**src/rtl/mw_ctrl_pkg.sv**
```systemverilog
// Shared definitions for the Microwatt control slave: register map, AXI
// response codes, reset-sequencer state encoding and the byte-strobe merge.
package mw_ctrl_pkg;

  localparam logic [2:0] IDX_CTRL    = 3'd0;
  localparam logic [2:0] IDX_VECTOR  = 3'd1;
  localparam logic [2:0] IDX_STATUS  = 3'd2;
  localparam logic [2:0] IDX_SCRATCH = 3'd3;
  localparam logic [2:0] IDX_CYCLE   = 3'd4;

  localparam logic [1:0] RESP_OKAY   = 2'b00;
  localparam logic [1:0] RESP_SLVERR = 2'b10;

  typedef enum logic [1:0] {
    SEQ_OFF  = 2'd0,
    SEQ_HOLD = 2'd1,
    SEQ_RUN  = 2'd2
  } seq_state_e;

  function automatic logic [31:0] apply_strb(input logic [31:0] old_val,
                                             input logic [31:0] new_val,
                                             input logic [3:0]  strb);
    logic [31:0] merged;
    for (int i = 0; i < 4; i++) begin
      merged[8*i +: 8] = strb[i] ? new_val[8*i +: 8] : old_val[8*i +: 8];
    end
    return merged;
  endfunction

endpackage

```
**src/rtl/mw_ctrl_rst_seq.sv**
```systemverilog
// OFF/HOLD/RUN core reset sequencer: holds the core in reset for
// RST_HOLD_CYCLES cycles after RUN is set and latches the boot vector.
module mw_ctrl_rst_seq
  import mw_ctrl_pkg::*;
#(
  parameter int unsigned RST_HOLD_CYCLES      = 16,
  parameter logic [31:0] RESET_VECTOR_DEFAULT = 32'h0000_0000
) (
  input  logic        aclk,
  input  logic        aresetn,
  input  logic        run_set,
  input  logic        run_clr,
  input  logic [31:0] vector,
  output logic        core_rst_n,
  output logic [31:0] core_reset_addr,
  output logic        hold_active
);

  localparam logic [7:0] HOLD_LAST = 8'(RST_HOLD_CYCLES - 1);

  seq_state_e state_q, state_d;
  logic [7:0] hold_cnt_q, hold_cnt_d;

  // NOTE: every always_comb output gets a default first so no path infers a latch.
  always_comb begin
    state_d    = state_q;
    hold_cnt_d = hold_cnt_q;
    case (state_q)
      SEQ_OFF: begin
        if (run_set) begin
          state_d    = SEQ_HOLD;
          hold_cnt_d = '0;
        end
      end
      SEQ_HOLD: begin
        if (hold_cnt_q == HOLD_LAST) state_d = SEQ_RUN;
        else                         hold_cnt_d = hold_cnt_q + 8'd1;
      end
      SEQ_RUN: state_d = SEQ_RUN;
      default: state_d = SEQ_OFF;
    endcase
    if (run_clr) state_d = SEQ_OFF;
  end

  // NOTE: sequential state uses non-blocking assignments so all flops update together.
  always_ff @(posedge aclk or negedge aresetn) begin
    if (!aresetn) begin
      state_q         <= SEQ_OFF;
      hold_cnt_q      <= '0;
      core_rst_n      <= 1'b0;
      core_reset_addr <= RESET_VECTOR_DEFAULT;
    end else begin
      state_q    <= state_d;
      hold_cnt_q <= hold_cnt_d;
      // Registered so the core reset never glitches on a state decode.
      core_rst_n <= (state_d == SEQ_RUN);
      if (state_q == SEQ_OFF && state_d == SEQ_HOLD) core_reset_addr <= vector;
    end
  end

  assign hold_active = (state_q == SEQ_HOLD);

endmodule

```
**src/rtl/mw_ctrl_slave.sv**
```systemverilog
// AXI4-Lite control slave for a Microwatt core: CTRL/VECTOR/STATUS/SCRATCH
// registers driving the core reset sequencer. Define MW_CTRL_CYCLE_CNT_EN to
// map a read-only RUN cycle counter at offset 0x10.
module mw_ctrl_slave
  import mw_ctrl_pkg::*;
#(
  parameter int unsigned ADDR_WIDTH           = 32,
  parameter int unsigned DATA_WIDTH           = 32,
  parameter int unsigned RST_HOLD_CYCLES      = 16,
  parameter logic [31:0] RESET_VECTOR_DEFAULT = 32'h0000_0000
) (
  input  logic                    aclk,
  input  logic                    aresetn,
  input  logic [ADDR_WIDTH-1:0]   s_axi_awaddr,
  input  logic [2:0]              s_axi_awprot,
  input  logic                    s_axi_awvalid,
  output logic                    s_axi_awready,
  input  logic [DATA_WIDTH-1:0]   s_axi_wdata,
  input  logic [DATA_WIDTH/8-1:0] s_axi_wstrb,
  input  logic                    s_axi_wvalid,
  output logic                    s_axi_wready,
  output logic [1:0]              s_axi_bresp,
  output logic                    s_axi_bvalid,
  input  logic                    s_axi_bready,
  input  logic [ADDR_WIDTH-1:0]   s_axi_araddr,
  input  logic [2:0]              s_axi_arprot,
  input  logic                    s_axi_arvalid,
  output logic                    s_axi_arready,
  output logic [DATA_WIDTH-1:0]   s_axi_rdata,
  output logic [1:0]              s_axi_rresp,
  output logic                    s_axi_rvalid,
  input  logic                    s_axi_rready,
  output logic                    core_rst_n,
  output logic [31:0]             core_reset_addr
);

  logic        out_of_reset;
  logic        aw_full, w_full;
  logic [2:0]  aw_idx_q;
  logic [31:0] w_data_q;
  logic [3:0]  w_strb_q;
  logic        run_q;
  logic [31:0] vector_q, scratch_q;
  logic        hold_active;

  logic        aw_hs, w_hs, ar_hs, commit;
  logic [2:0]  wr_idx;
  logic [31:0] wr_data;
  logic [3:0]  wr_strb;
  logic        wr_ok, ctrl_we, vector_we, scratch_we, run_set, run_clr;
  logic [31:0] rd_data;
  logic [1:0]  rd_resp;

  logic unused_inputs;
  assign unused_inputs = ^{s_axi_awprot, s_axi_arprot, s_axi_awaddr, s_axi_araddr};

  // Readies stay low until the first edge after reset release.
  assign s_axi_awready = out_of_reset & ~aw_full;
  assign s_axi_wready  = out_of_reset & ~w_full;
  assign s_axi_arready = out_of_reset & ~s_axi_rvalid;

  assign aw_hs = s_axi_awvalid & s_axi_awready;
  assign w_hs  = s_axi_wvalid & s_axi_wready;
  assign ar_hs = s_axi_arvalid & s_axi_arready;

  // Commit on the edge where the second half of the write arrives.
  assign wr_idx  = aw_full ? aw_idx_q : s_axi_awaddr[4:2];
  assign wr_data = w_full ? w_data_q : 32'(s_axi_wdata);
  assign wr_strb = w_full ? w_strb_q : 4'(s_axi_wstrb);
  assign commit  = (aw_full | aw_hs) & (w_full | w_hs) & ~s_axi_bvalid;

  always_comb begin
    wr_ok = 1'b0;
    case (wr_idx)
      IDX_CTRL, IDX_VECTOR, IDX_SCRATCH: wr_ok = 1'b1;
      default:                           wr_ok = 1'b0;
    endcase
  end

  assign ctrl_we    = commit & wr_ok & (wr_idx == IDX_CTRL);
  assign vector_we  = commit & wr_ok & (wr_idx == IDX_VECTOR);
  assign scratch_we = commit & wr_ok & (wr_idx == IDX_SCRATCH);
  assign run_set    = ctrl_we & wr_strb[0] &  wr_data[0] & ~run_q;
  assign run_clr    = ctrl_we & wr_strb[0] & ~wr_data[0];

`ifdef MW_CTRL_CYCLE_CNT_EN
  logic [31:0] cycle_cnt_q;

  always_ff @(posedge aclk or negedge aresetn) begin
    if (!aresetn)                       cycle_cnt_q <= '0;
    else if (!core_rst_n && !hold_active) cycle_cnt_q <= '0;
    else if (core_rst_n)                cycle_cnt_q <= cycle_cnt_q + 32'd1;
  end
`endif

  always_comb begin
    rd_data = '0;
    rd_resp = RESP_OKAY;
    case (s_axi_araddr[4:2])
      IDX_CTRL:    rd_data = {31'b0, run_q};
      IDX_VECTOR:  rd_data = vector_q;
      IDX_STATUS:  rd_data = {30'b0, hold_active, core_rst_n};
      IDX_SCRATCH: rd_data = scratch_q;
`ifdef MW_CTRL_CYCLE_CNT_EN
      IDX_CYCLE:   rd_data = cycle_cnt_q;
`endif
      default:     rd_resp = RESP_SLVERR;
    endcase
  end

  always_ff @(posedge aclk or negedge aresetn) begin
    if (!aresetn) begin
      out_of_reset <= 1'b0;
      aw_full      <= 1'b0;
      w_full       <= 1'b0;
      aw_idx_q     <= '0;
      w_data_q     <= '0;
      w_strb_q     <= '0;
      s_axi_bvalid <= 1'b0;
      s_axi_bresp  <= RESP_OKAY;
      s_axi_rvalid <= 1'b0;
      s_axi_rresp  <= RESP_OKAY;
      s_axi_rdata  <= '0;
    end else begin
      out_of_reset <= 1'b1;
      if (aw_hs) begin
        aw_full  <= 1'b1;
        aw_idx_q <= s_axi_awaddr[4:2];
      end
      if (w_hs) begin
        w_full   <= 1'b1;
        w_data_q <= 32'(s_axi_wdata);
        w_strb_q <= 4'(s_axi_wstrb);
      end
      if (commit) begin
        s_axi_bvalid <= 1'b1;
        s_axi_bresp  <= wr_ok ? RESP_OKAY : RESP_SLVERR;
      end else if (s_axi_bvalid && s_axi_bready) begin
        s_axi_bvalid <= 1'b0;
        aw_full      <= 1'b0;
        w_full       <= 1'b0;
      end
      if (ar_hs) begin
        s_axi_rvalid <= 1'b1;
        s_axi_rdata  <= DATA_WIDTH'(rd_data);
        s_axi_rresp  <= rd_resp;
      end else if (s_axi_rvalid && s_axi_rready) begin
        s_axi_rvalid <= 1'b0;
      end
    end
  end

  always_ff @(posedge aclk or negedge aresetn) begin
    if (!aresetn) begin
      run_q     <= 1'b0;
      vector_q  <= RESET_VECTOR_DEFAULT;
      scratch_q <= '0;
    end else begin
      if (ctrl_we && wr_strb[0]) run_q <= wr_data[0];
      if (vector_we)  vector_q  <= apply_strb(vector_q, wr_data, wr_strb);
      if (scratch_we) scratch_q <= apply_strb(scratch_q, wr_data, wr_strb);
    end
  end

  mw_ctrl_rst_seq #(
    .RST_HOLD_CYCLES      (RST_HOLD_CYCLES),
    .RESET_VECTOR_DEFAULT (RESET_VECTOR_DEFAULT)
  ) u_rst_seq (
    .aclk            (aclk),
    .aresetn         (aresetn),
    .run_set         (run_set),
    .run_clr         (run_clr),
    .vector          (vector_q),
    .core_rst_n      (core_rst_n),
    .core_reset_addr (core_reset_addr),
    .hold_active     (hold_active)
  );

endmodule
```
**config.mk**
```make
export PLATFORM = sky130hd
export DESIGN_NAME = mw_ctrl_slave
export DESIGN_NICKNAME = d
export VERILOG_FILES = /design/src/rtl/mw_ctrl_pkg.sv /design/src/rtl/mw_ctrl_rst_seq.sv /design/src/rtl/mw_ctrl_slave.sv
export SDC_FILE = /design/constraint.sdc
export NUM_CORES = 1
export LEC_CHECK = 0
export CORE_UTILIZATION = 60
export DETAILED_ROUTE_END_ITERATION = 10
export DONT_BUFFER_PORTS = 1
export GPL_TIMING_DRIVEN = 0
export PLACE_DENSITY = 0.76
export SYNTH_ARGS = -nofsm -noshare
export SYNTH_HDL_FRONTEND = slang
export SYNTH_HIERARCHICAL = 1
export SYNTH_SLANG_ARGS = --single-unit
```
**constraint.sdc**
```tcl
create_clock -name aclk -period 3.2 [get_ports aclk]
set_input_delay 0.48 -clock aclk [delete_from_list [all_inputs] [get_ports aclk]]
set_output_delay 0.48 -clock aclk [all_outputs]
set_load 0.01 [all_outputs]
```
### Word-level counts from Yosys, hierarchy flattened

Cells that the tools add are included.

| word-level totals | value |
|---|---|
| bits in registers | 188 |
| input bits | 113 |

| operators by class | value |
|---|---|
| $add $sub $neg | 1 |
| eq/ne operators | 12 |
| multiplexer cells | 24 |
| bitwise gates (word level) | 24 |
| reduce and logical (&&, ||, !) cells | 21 |

Operators with widths:

| kind | number |
|---|---|
| $pmux W32 S4 | 1 |
| $mux W32 | 1 |
| $and A1 B1 Y1 | 16 |
| $mux W8 | 2 |
| $pmux W8 S2 | 1 |
| $reduce_and A2 Y1 | 8 |
| $mux W1 | 11 |
| $mux W2 | 5 |
| $eq A3 B2 Y1 const B | 3 |
| $add A8 B1 Y8 const B | 1 |
| $eq A8 B4 Y1 const B | 1 |
| $eq A3 B1 Y1 const B | 2 |
| $logic_not A3 Y1 | 2 |
| $not A1 Y1 | 6 |
| $pmux W2 S3 | 1 |
| $reduce_bool A2 Y1 | 3 |
| $eq A2 B1 Y1 const B | 2 |
| $eq A2 B2 Y1 const B | 2 |
| $logic_and A1 B1 Y1 | 4 |
| $mux W4 | 1 |
| $ne A2 B2 Y1 const B | 2 |
| $reduce_or A4 Y1 | 1 |
| $mux W3 | 1 |
| $reduce_and A3 Y1 | 1 |
| other kinds (3) | 4 |

### Logic depth before layout (Yosys ltp)

Gate-level depths: netlist (run 1).

| depth | value |
|---|---|
| depth after elaboration | 16 |
| mapped depth | 10 |
| gate-level depth less buffers | 8 |

### Hierarchy

Netlist (run 1), hierarchy kept.

By module, submodules not included:

| module | times used | cells an instance | area an instance (µm²) | seq. area each (µm²) |
|---|---|---|---|---|
| mw_ctrl_slave | 1 | 444 | 6203.4 | 3578.4 |
| mw_ctrl_rst_seq | 1 | 121 | 1720.4 | 1076.0 |

### Worst setup path before layout (run 1)

OpenSTA, ideal clock, no wires.

| path | value |
|---|---|
| kind | input -> register |
| start | input s_axi_wvalid |
| end | register u_rst_seq.core_reset_addr[10] |
| arrival time | 2.651 ns |
| required time | 3.075 ns |
| path slack | 0.425 ns |
| stages | 9 |
| cells stage by stage | a21oi_1 or3_1 buf_6 nor4_1 and3b_1 nand2_1 nor2_1 clkbuf_1 mux2_2 |

| on the way | value |
|---|---|
| cells in the longest elaborated chain, start to end | 14 |
| elaborated cells between the ends (all ways) | 15 |
| those cells by class | 1 x eq/ne; 3 x mux; 10 x bitwise; 1 x reduce/logical |

RTL lines:

| element | RTL line | RTL |
|---|---|---|
| start, declared | mw_ctrl_slave.sv:20 | `input logic s_axi_wvalid,` |
| $and A1 B1 Y1 | mw_ctrl_slave.sv:63 | `assign w_hs = s_axi_wvalid & s_axi_wready;` |
| $or A1 B1 Y1 | mw_ctrl_slave.sv:70 | `assign commit = (aw_full \| aw_hs) & (w_full \| w_hs) & ~s_axi_bvalid;` |
| $and A1 B1 Y1 (2 in a row) | mw_ctrl_slave.sv:70 |  |
| $and A1 B1 Y1 (2 in a row) | mw_ctrl_slave.sv:80 | `assign ctrl_we = commit & wr_ok & (wr_idx == IDX_CTRL);` |
| $and A1 B1 Y1 (3 in a row) | mw_ctrl_slave.sv:83 | `assign run_set = ctrl_we & wr_strb[0] & wr_data[0] & ~run_q;` |
| net run_set | mw_ctrl_slave.sv:50 | `logic wr_ok, ctrl_we, vector_we, scratch_we, run_set, run_clr;` |
| $mux W2 | mw_ctrl_rst_seq.sv:30 | `if (run_set) begin` |
| $pmux W2 S3 | mw_ctrl_rst_seq.sv:28 | `case (state_q)` |
| $mux W2 | mw_ctrl_rst_seq.sv:42 | `if (run_clr) state_d = SEQ_OFF;` |
| $eq A2 B1 Y1 | mw_ctrl_rst_seq.sv:57 | `if (state_q == SEQ_OFF && state_d == SEQ_HOLD) core_reset_addr <= vector;` |
| $logic_and A1 B1 Y1 | mw_ctrl_rst_seq.sv:57 |  |
| end signal, assigned | mw_ctrl_rst_seq.sv:57 |  |
| end, declared | mw_ctrl_rst_seq.sv:15 | `output logic [31:0] core_reset_addr,` |

The timed path passes the listed nets, and every way through them passes these cells.
A chain may end at the register's enable or synchronous reset.

### Final worst setup path (run 1)

| path | value |
|---|---|
| start | register out_of_reset |
| end | register u_rst_seq.core_reset_addr[8] |

| on the way | value |
|---|---|
| cells in the longest elaborated chain, start to end | 15 |
| elaborated cells between the ends (all ways) | 19 |
| those cells by class | 1 x eq/ne; 3 x mux; 14 x bitwise; 1 x reduce/logical |

RTL lines:

| element | RTL line | RTL |
|---|---|---|
| start, declared | mw_ctrl_slave.sv:37 | `logic out_of_reset;` |
| start signal, assigned | mw_ctrl_slave.sv:113 | `out_of_reset <= 1'b0;` |
| start signal, assigned | mw_ctrl_slave.sv:125 | `out_of_reset <= 1'b1;` |
| $and A1 B1 Y1 (on tied branches) | mw_ctrl_slave.sv:58, mw_ctrl_slave.sv:59 |  |
| $and A1 B1 Y1 (on tied branches) | mw_ctrl_slave.sv:62, mw_ctrl_slave.sv:63 |  |
| $or A1 B1 Y1 | mw_ctrl_slave.sv:70 |  |
| $and A1 B1 Y1 * (2 in a row) | mw_ctrl_slave.sv:70 |  |
| $and A1 B1 Y1 * (2 in a row) | mw_ctrl_slave.sv:80 |  |
| $and A1 B1 Y1 * (3 in a row) | mw_ctrl_slave.sv:83 |  |
| net run_set | mw_ctrl_slave.sv:50 |  |
| $mux W2 * | mw_ctrl_rst_seq.sv:30 |  |
| $pmux W2 S3 * | mw_ctrl_rst_seq.sv:28 |  |
| $mux W2 * | mw_ctrl_rst_seq.sv:42 |  |
| $eq A2 B1 Y1 * | mw_ctrl_rst_seq.sv:57 |  |
| $logic_and A1 B1 Y1 * | mw_ctrl_rst_seq.sv:57 |  |

The timed path passes the listed nets; every way through them passes the cells marked *.

==> flow_summary.yaml, run 1 <==
status:
  outcome: "complete, but fails checks"
  violations: "negative hold slack"
grt:
  track_usage: 0.264
  antenna_found_initial: 0
  grt_first_pass_wirelength_um: 25900
  grt_max_degree: 187
  grt_pass1_vias: 4881
  grt_overflow: 0
finish:
  finalNetCount: 699
  drive_gt1_frac: 0.357
  syn_to_final_growth_pct: 10.2
  diodes: 0
  finalNonFillerCells: 769
  fillCellCount: 920
  final_core_util: 0.684
routing:
  drt_iter0_drc: 318
  drc_errors: 0
  drt_wl_total_um: 16800
  wl_per_cell_um: 21.8
  drt_first_pass_iters: 4
  via_per_inst: 5.95
  via_count: 4577
  final_antenna_net_count: 0
sta:
  max_freq_ghz: 0.324
  fin_worst_skew_ns: 0.00594
  worst_hold_slack_ns: -0.257
  slew_viol_final: 0
  tightest_slew_ns: 1.01
  worst_slew_margin_rel: 0.310
  rsz0062_at_grt: "yes"
  fin_crit_ns: 3.09
  setup-violations-final: 0
  hold_viol_final: 186
  post-route-period-util: 0.966
clock_tree:
  cts_root_buffer: "clkbuf_16"
  clkSinkCount: 186
  cts_tree: "yes"
  post_cts_buffers: 0
  cts_buffers: 17
  path_clk_slew_ns: 0.06
  worstSkewPairLatency_ns: 0.43
  clk_path_buf_depth: 2
  cts.htree.levels: 4
placed_design:
  dpl.cell_count: 738
  gp_congestion: 0.837
  place_hpwl_um: 11000
  port_buffers: 0
yosys:
  syn_avg_cell_area_sq_um: 14.0
  synth_edf_count: 0
  ys_warn_count: 6
  synth-main-ff-cell: "dfrtp_1"
  ys_ff_latch: 186
  yosys-top-cells-area: "dfrtp_1 (59%), mux2_2 (24%), mux2i_1 (4.5%), o21ai_0 (2.2%), nand2_1 (2.1%)"
  synth_top_area_share: 0.587
  synth_cell_types: 42
  synth_top_area_cell: "dfrtp_1"
  async_flop_share: 1.00
  seq_area_frac_synth: 0.587
  syn-instance-count: 565
  netlist_area_sq_um: 7920
floorplanning:
  fp.coreArea_sq_um: 12800
  io_pins: 187
  start_util: 0.620
  die_x_um: 117
  fp.dieArea_sq_um: 13700
  fp-row-count: 41
  dieHeight_um: 117
power_and_ir_drop:
  power_density_nw_per_um2: 835
  p_leak_uw: 0.00401
  ir_drop_uv: 492
worst_hold_path:
  holdCritPathClass: "primary input to asynchronous set/reset pin"
worst_setup_path:
  cp_num_buf_inv: 2
  cp_data_required_time_ns: 3.51
  startpoint_type: "flop"
  path_cells: "a21oi_1, or3_1, buf_6, nor4_1, and3b_1, nand2_1, nor2_2, buf_2, mux2_2"
  r2r_slack_ns: 0.11
  worstPathMaxFanout: 10
  cp.depth: 9
  reg2reg_depth: 9
  path_class: "flop to flop"
  r2r-end: "u_rst_seq/core_reset_addr[8]$_DFFE_PN0P_"
  cpLargestDelayFamily: "simple AND/OR/NAND/NOR gates"
  worstPathArrival_ns: 3.40
  cpPeakStageDelay_ns: 0.41
  r2r_start: "out_of_reset$_DFF_PN0_"
  cp-end-kind: "flop"
  cp_slowest_cell: "nor4_1"
run:
  cap_violations: 0
## stage by stage
stage	TNS, ns	worst slack [ns]	total power (uW)	area [sq um]
2_1_floorplan	0	0.425	4820	7930
3_3_place_gp	-5.19	-0.194	5130	8140
3_5_place_dp	-10.39	-0.381	5260	8140
4_1_cts	0	0.0786	7330	8730
5_1_grt	-0.00339	-0.00339	7670	8730
6_report	0	0.110	7290	8730
## routing by layer
layer | routed length (um) | vias to the layer above | global-route usage
li1 | - | 2057 | -
met1 | 6950 | 2370 | 0.328
met2 | 8170 | 127 | 0.432
met3 | 1340 | 23 | 0.0896
met4 | 335 | 0 | 0.0962
met5 | 0 | - | 0
## Yosys cell counts, types with 2 or more instances
| master | instances |
|---|---|
| nand3b_1 | 4 |
| nand3_1 | 2 |
| inv_1 | 2 |
| buf_6 | 2 |
| nor4_1 | 2 |
| nor2b_1 | 4 |
| mux2_1 | 6 |
| mux2i_1 | 36 |
| nor3b_1 | 2 |
| nand2_1 | 44 |
| mux2_2 | 166 |
| a21oi_1 | 7 |
| nor3_1 | 3 |
| nor4_4 | 4 |
| o21ai_1 | 2 |
| o21ai_0 | 35 |
| clkbuf_1 | 20 |
| nand4b_1 | 2 |
| nor2_1 | 9 |
| buf_4 | 3 |
| dfrtp_1 | 186 |
| conb_1 | 2 |
| or3_1 | 2 |
| a22o_1 | 2 |
## final cells by class
type / count / area [sq um] / share of cell area
well taps: 172 / 215 / 0.0246
flip-flops and latches: 186 / 4650 / 0.533
clock inverters: 7 / 90.1 / 0.0103
inverters: 2 / 7.51 / 0.000860
multi-input cells: 352 / 3140 / 0.360
clock buffers: 24 / 492 / 0.0563
plain buffers: 26 / 131 / 0.0150
## timing repair
action / in CTS / in global routing
hold endpoints to repair: 186 / 186
gates cloned: 0 / 0
endpoints found under the setup margin: 30 / 29
gates resized for setup: 4 / 4
## logic make-up (layout without fill, tap and decap cells)
| kind of cell | Yosys count | count (layout) | share of synthesized area |
|---|---|---|---|
| other | 2 | 3 | 0.000948 |
| AOI/OAI and AO/OA | 52 | 52 | 0.0382 |
| xor gates and xnor gates | 1 | 1 | 0.00111 |
| muxes | 209 | 209 | 0.293 |
| DFF | 186 | 186 | 0.587 |
| buffers and inverters | 28 | 59 | 0.0167 |
| and+or+nand+nor | 86 | 86 | 0.0613 |
| adders and majority gates | 1 | 1 | 0.00158 |
## sequential cells by signal (all words and copies together), names as in the netlist, 3 cells and up
register	cells
scratch_q	32
w_strb_q	4
u_rst_seq/core_reset_addr	32
s_axi_rdata	32
aw_idx_q	3
vector_q	32
w_data_q	32
u_rst_seq/hold_cnt_q	8
## report_power, final
part | internal [uW] | switching, uW
logic | 930 | 741
registers | 3060 | 502
clock network | 1220 | 833
## cells in the final DEF, fill, tap and decap left out, types with 3 or more instances in the layout
cell type,instances
clkbuf_8,4
clkbuf_16,17
buf_4,3
dfrtp_1,186
buf_2,3
nor3_1,3
a21oi_1,7
mux2i_1,36
conb_1,3
mux2_1,6
nor2_1,8
nand3b_1,4
o21ai_0,35
mux2_2,166
clkbuf_1,20
nand2_1,44
clkinv_2,3
nor4_4,4
nor2b_1,4
## how the worst max path moves through the flow
stage                            from  slack [ns]                                   endpoint
6_report       out_of_reset$_DFF_PN0_        0.11   u_rst_seq/core_reset_addr[8]$_DFFE_PN0P_
5_1_grt        out_of_reset$_DFF_PN0_      -0.003   u_rst_seq/core_reset_addr[8]$_DFFE_PN0P_
4_1_cts        out_of_reset$_DFF_PN0_        0.08   u_rst_seq/core_reset_addr[8]$_DFFE_PN0P_
3_5_place_dp             s_axi_wvalid       -0.38   u_rst_seq/core_reset_addr[8]$_DFFE_PN0P_
3_3_place_gp             s_axi_wvalid       -0.19  u_rst_seq/core_reset_addr[30]$_DFFE_PN0P_
2_1_floorplan            s_axi_wvalid        0.42  u_rst_seq/core_reset_addr[10]$_DFFE_PN0P_
Power figures use the tool's default switching activity.
==> run 2: changes to the inputs <==
--- a/config.mk
+++ b/config.mk
@@ -10,6 +10,7 @@
 export DONT_BUFFER_PORTS = 1
 export GPL_TIMING_DRIVEN = 0
 export PLACE_DENSITY = 0.76
+export SETUP_SLACK_MARGIN = 0.3
 export SYNTH_ARGS = -nofsm -noshare
 export SYNTH_HDL_FRONTEND = slang
 export SYNTH_HIERARCHICAL = 1
==> flow_summary.yaml, run 2 (synthesis results as in run 1) <==
worst_setup_path:
  cp_slowest_cell: "or4_1"
  crit_start: "s_axi_bvalid$_DFFE_PN0P_"
  startpoint_type: "flop"
  r2r_start: "s_axi_bvalid$_DFFE_PN0P_"
  cp-end-kind: "flop"
  cpPeakStageDelay_ns: 0.51
  path_class: "flop to flop"
  path_cells: "or3_1, buf_6, nor4_4, and3b_2, nor2_1, a311o_4, or4_1, a21oi_1"
  cp_data_required_time_ns: 3.55
  worstPathMaxFanout: 9
  worstPathArrival_ns: 3.19
finish:
  drive_gt1_frac: 0.365
  final_cell_mix: "dfrtp_1 (186), mux2_2 (166), nand2_1 (44), mux2i_1 (36), o21ai_0 (35)"
  final_core_util: 0.687
  syn_to_final_growth_pct: 10.8
  final_common_cell: "dfrtp_1"
  finalNetCount: 700
  diodes: 0
routing:
  wl_per_cell_um: 21.8
  drt_wl_total_um: 16800
  via_count: 4572
  drt_iter0_drc: 302
  drc_errors: 0
  final_antenna_net_count: 0
  via_per_inst: 5.94
  drt_first_pass_iters: 4
sta:
  fin_worst_skew_ns: 0.00583
  tightest_slew_ns: 1.04
  max_freq_ghz: 0.353
  setup-violations-final: 0
  fin_crit_ns: 2.84
  worst_slew_margin_rel: 0.285
  slew_viol_final: 0
  worst_hold_slack_ns: -0.256
  tns_ns: 0
  hold_viol_final: 186
  rsz0062_at_grt: "yes"
  post-route-period-util: 0.886
clock_tree:
  clk_path_buf_depth: 2
  cts_buffers: 17
  cts_tree: "yes"
  worstSkewPairLatency_ns: 0.43
  clkSinkCount: 186
  cts.htree.levels: 4
  path_clk_slew_ns: 0.06
  cts_root_buffer: "clkbuf_16"
grt:
  antenna_found_initial: 0
  grt_overflow: 0
  track_usage: 0.264
  grt_first_pass_wirelength_um: 25900
  grt_pass1_vias: 4884
  grt_max_degree: 187
status:
  outcome: "complete, but fails checks"
  violations: "negative hold slack"
placed_design:
  port_buffers: 0
  gp_congestion: 0.837
  place_hpwl_um: 11000
power_and_ir_drop:
  clock_power_share: 0.281
  swShare: 0.286
  p_leak_uw: 0.00402
  ir_drop_uv: 492
  p_int_uw: 5220
  pwr-share-comb: 0.231
  p_seq_frac: 0.488
  power_density_nw_per_um2: 833
  power.switching_uw: 2090
worst_hold_path:
  holdCritPathClass: "primary input to asynchronous set/reset pin"
floorplanning:
  fp.coreArea_sq_um: 12800
  fp.dieArea_sq_um: 13700
  start_util: 0.620
  fp-row-count: 41
  die_x_um: 117
  io_pins: 187
  dieHeight_um: 117
run:
  cap_violations: 0
[run 2: through the flow]
step / instances / worst slack, ns / area (sq um) / power [uW]
4_1_cts: 769 / 0.306 / 8750 / 7340
3_3_place_gp: 738 / -0.194 / 8140 / 5130
3_5_place_dp: 738 / -0.381 / 8140 / 5260
6_report: 770 / 0.364 / 8780 / 7310
2_1_floorplan: 566 / 0.425 / 7930 / 4820
5_1_grt: 770 / 0.282 / 8780 / 7690
[run 2: final cells by class]
| cell class | instances | area, sq um |
|---|---|---|
| inverter | 2 | 7.51 |
| fill | 911 | 4000 |
| timing repair buffer | 1 | 7.51 |
| buffer | 26 | 136 |
| clock inverter | 7 | 90.1 |
| multi-input combinational | 352 | 3170 |
| clock buffer | 24 | 492 |
| sequential | 186 | 4650 |
| tap | 172 | 215 |
[run 2: metal layers]
layer | vias to the layer above | wire, um | global-route usage
met5 | - | 0 | 0
met2 | 146 | 8200 | 0.434
met1 | 2341 | 6830 | 0.326
li1 | 2063 | - | -
met3 | 22 | 1400 | 0.0896
met4 | 0 | 349 | 0.0962
[run 2: path summary, 6_finish.rpt]
check                      slack (ns)  depth (start not counted)                                  end
max in group asynchronous        3.28                          0             vector_q[28]$_DFFE_PN0P_
hold / removal                  -0.26                          0             vector_q[11]$_DFFE_PN0P_
setup / recovery                 0.36                          8  u_rst_seq/hold_cnt_q[7]$_DFFE_PN0P_
setup reg to reg                 0.36                          8  u_rst_seq/hold_cnt_q[7]$_DFFE_PN0P_
hold reg to reg                  0.50                          1             w_data_q[13]$_DFFE_PN0P_
min in group aclk                0.13                          1                     w_full$_DFF_PN0_
[run 2: worst max-delay path: cells and delay by family, from the launching register on]
| kind | cells | cell delay, ns |
|---|---|---|
| AOI/OAI and AO/OA | 2 | 0.58 |
| and+or+nand+nor | 5 | 1.53 |
| DFF | 1 | 0.47 |
| buffers and inverters | 1 | 0.17 |
[run 2: power by group through the flow]
stage,Combinational [uW],Clock [uW],Sequential (uW)
6_report,1690,2060,3570
4_1_cts,1690,2090,3560
2_1_floorplan,1380,0,3440
5_1_grt,1840,2190,3650
3_5_place_dp,1670,0,3590
3_3_place_gp,1590,0,3540
[run 2: repair_timing]
item	in CTS	in global routing
gates resized for setup	9	4
endpoints found under the hold margin	186	186
setup endpoints to repair	31	31
cloned	0	0
buffers inserted	0	1
pin swaps	0	1
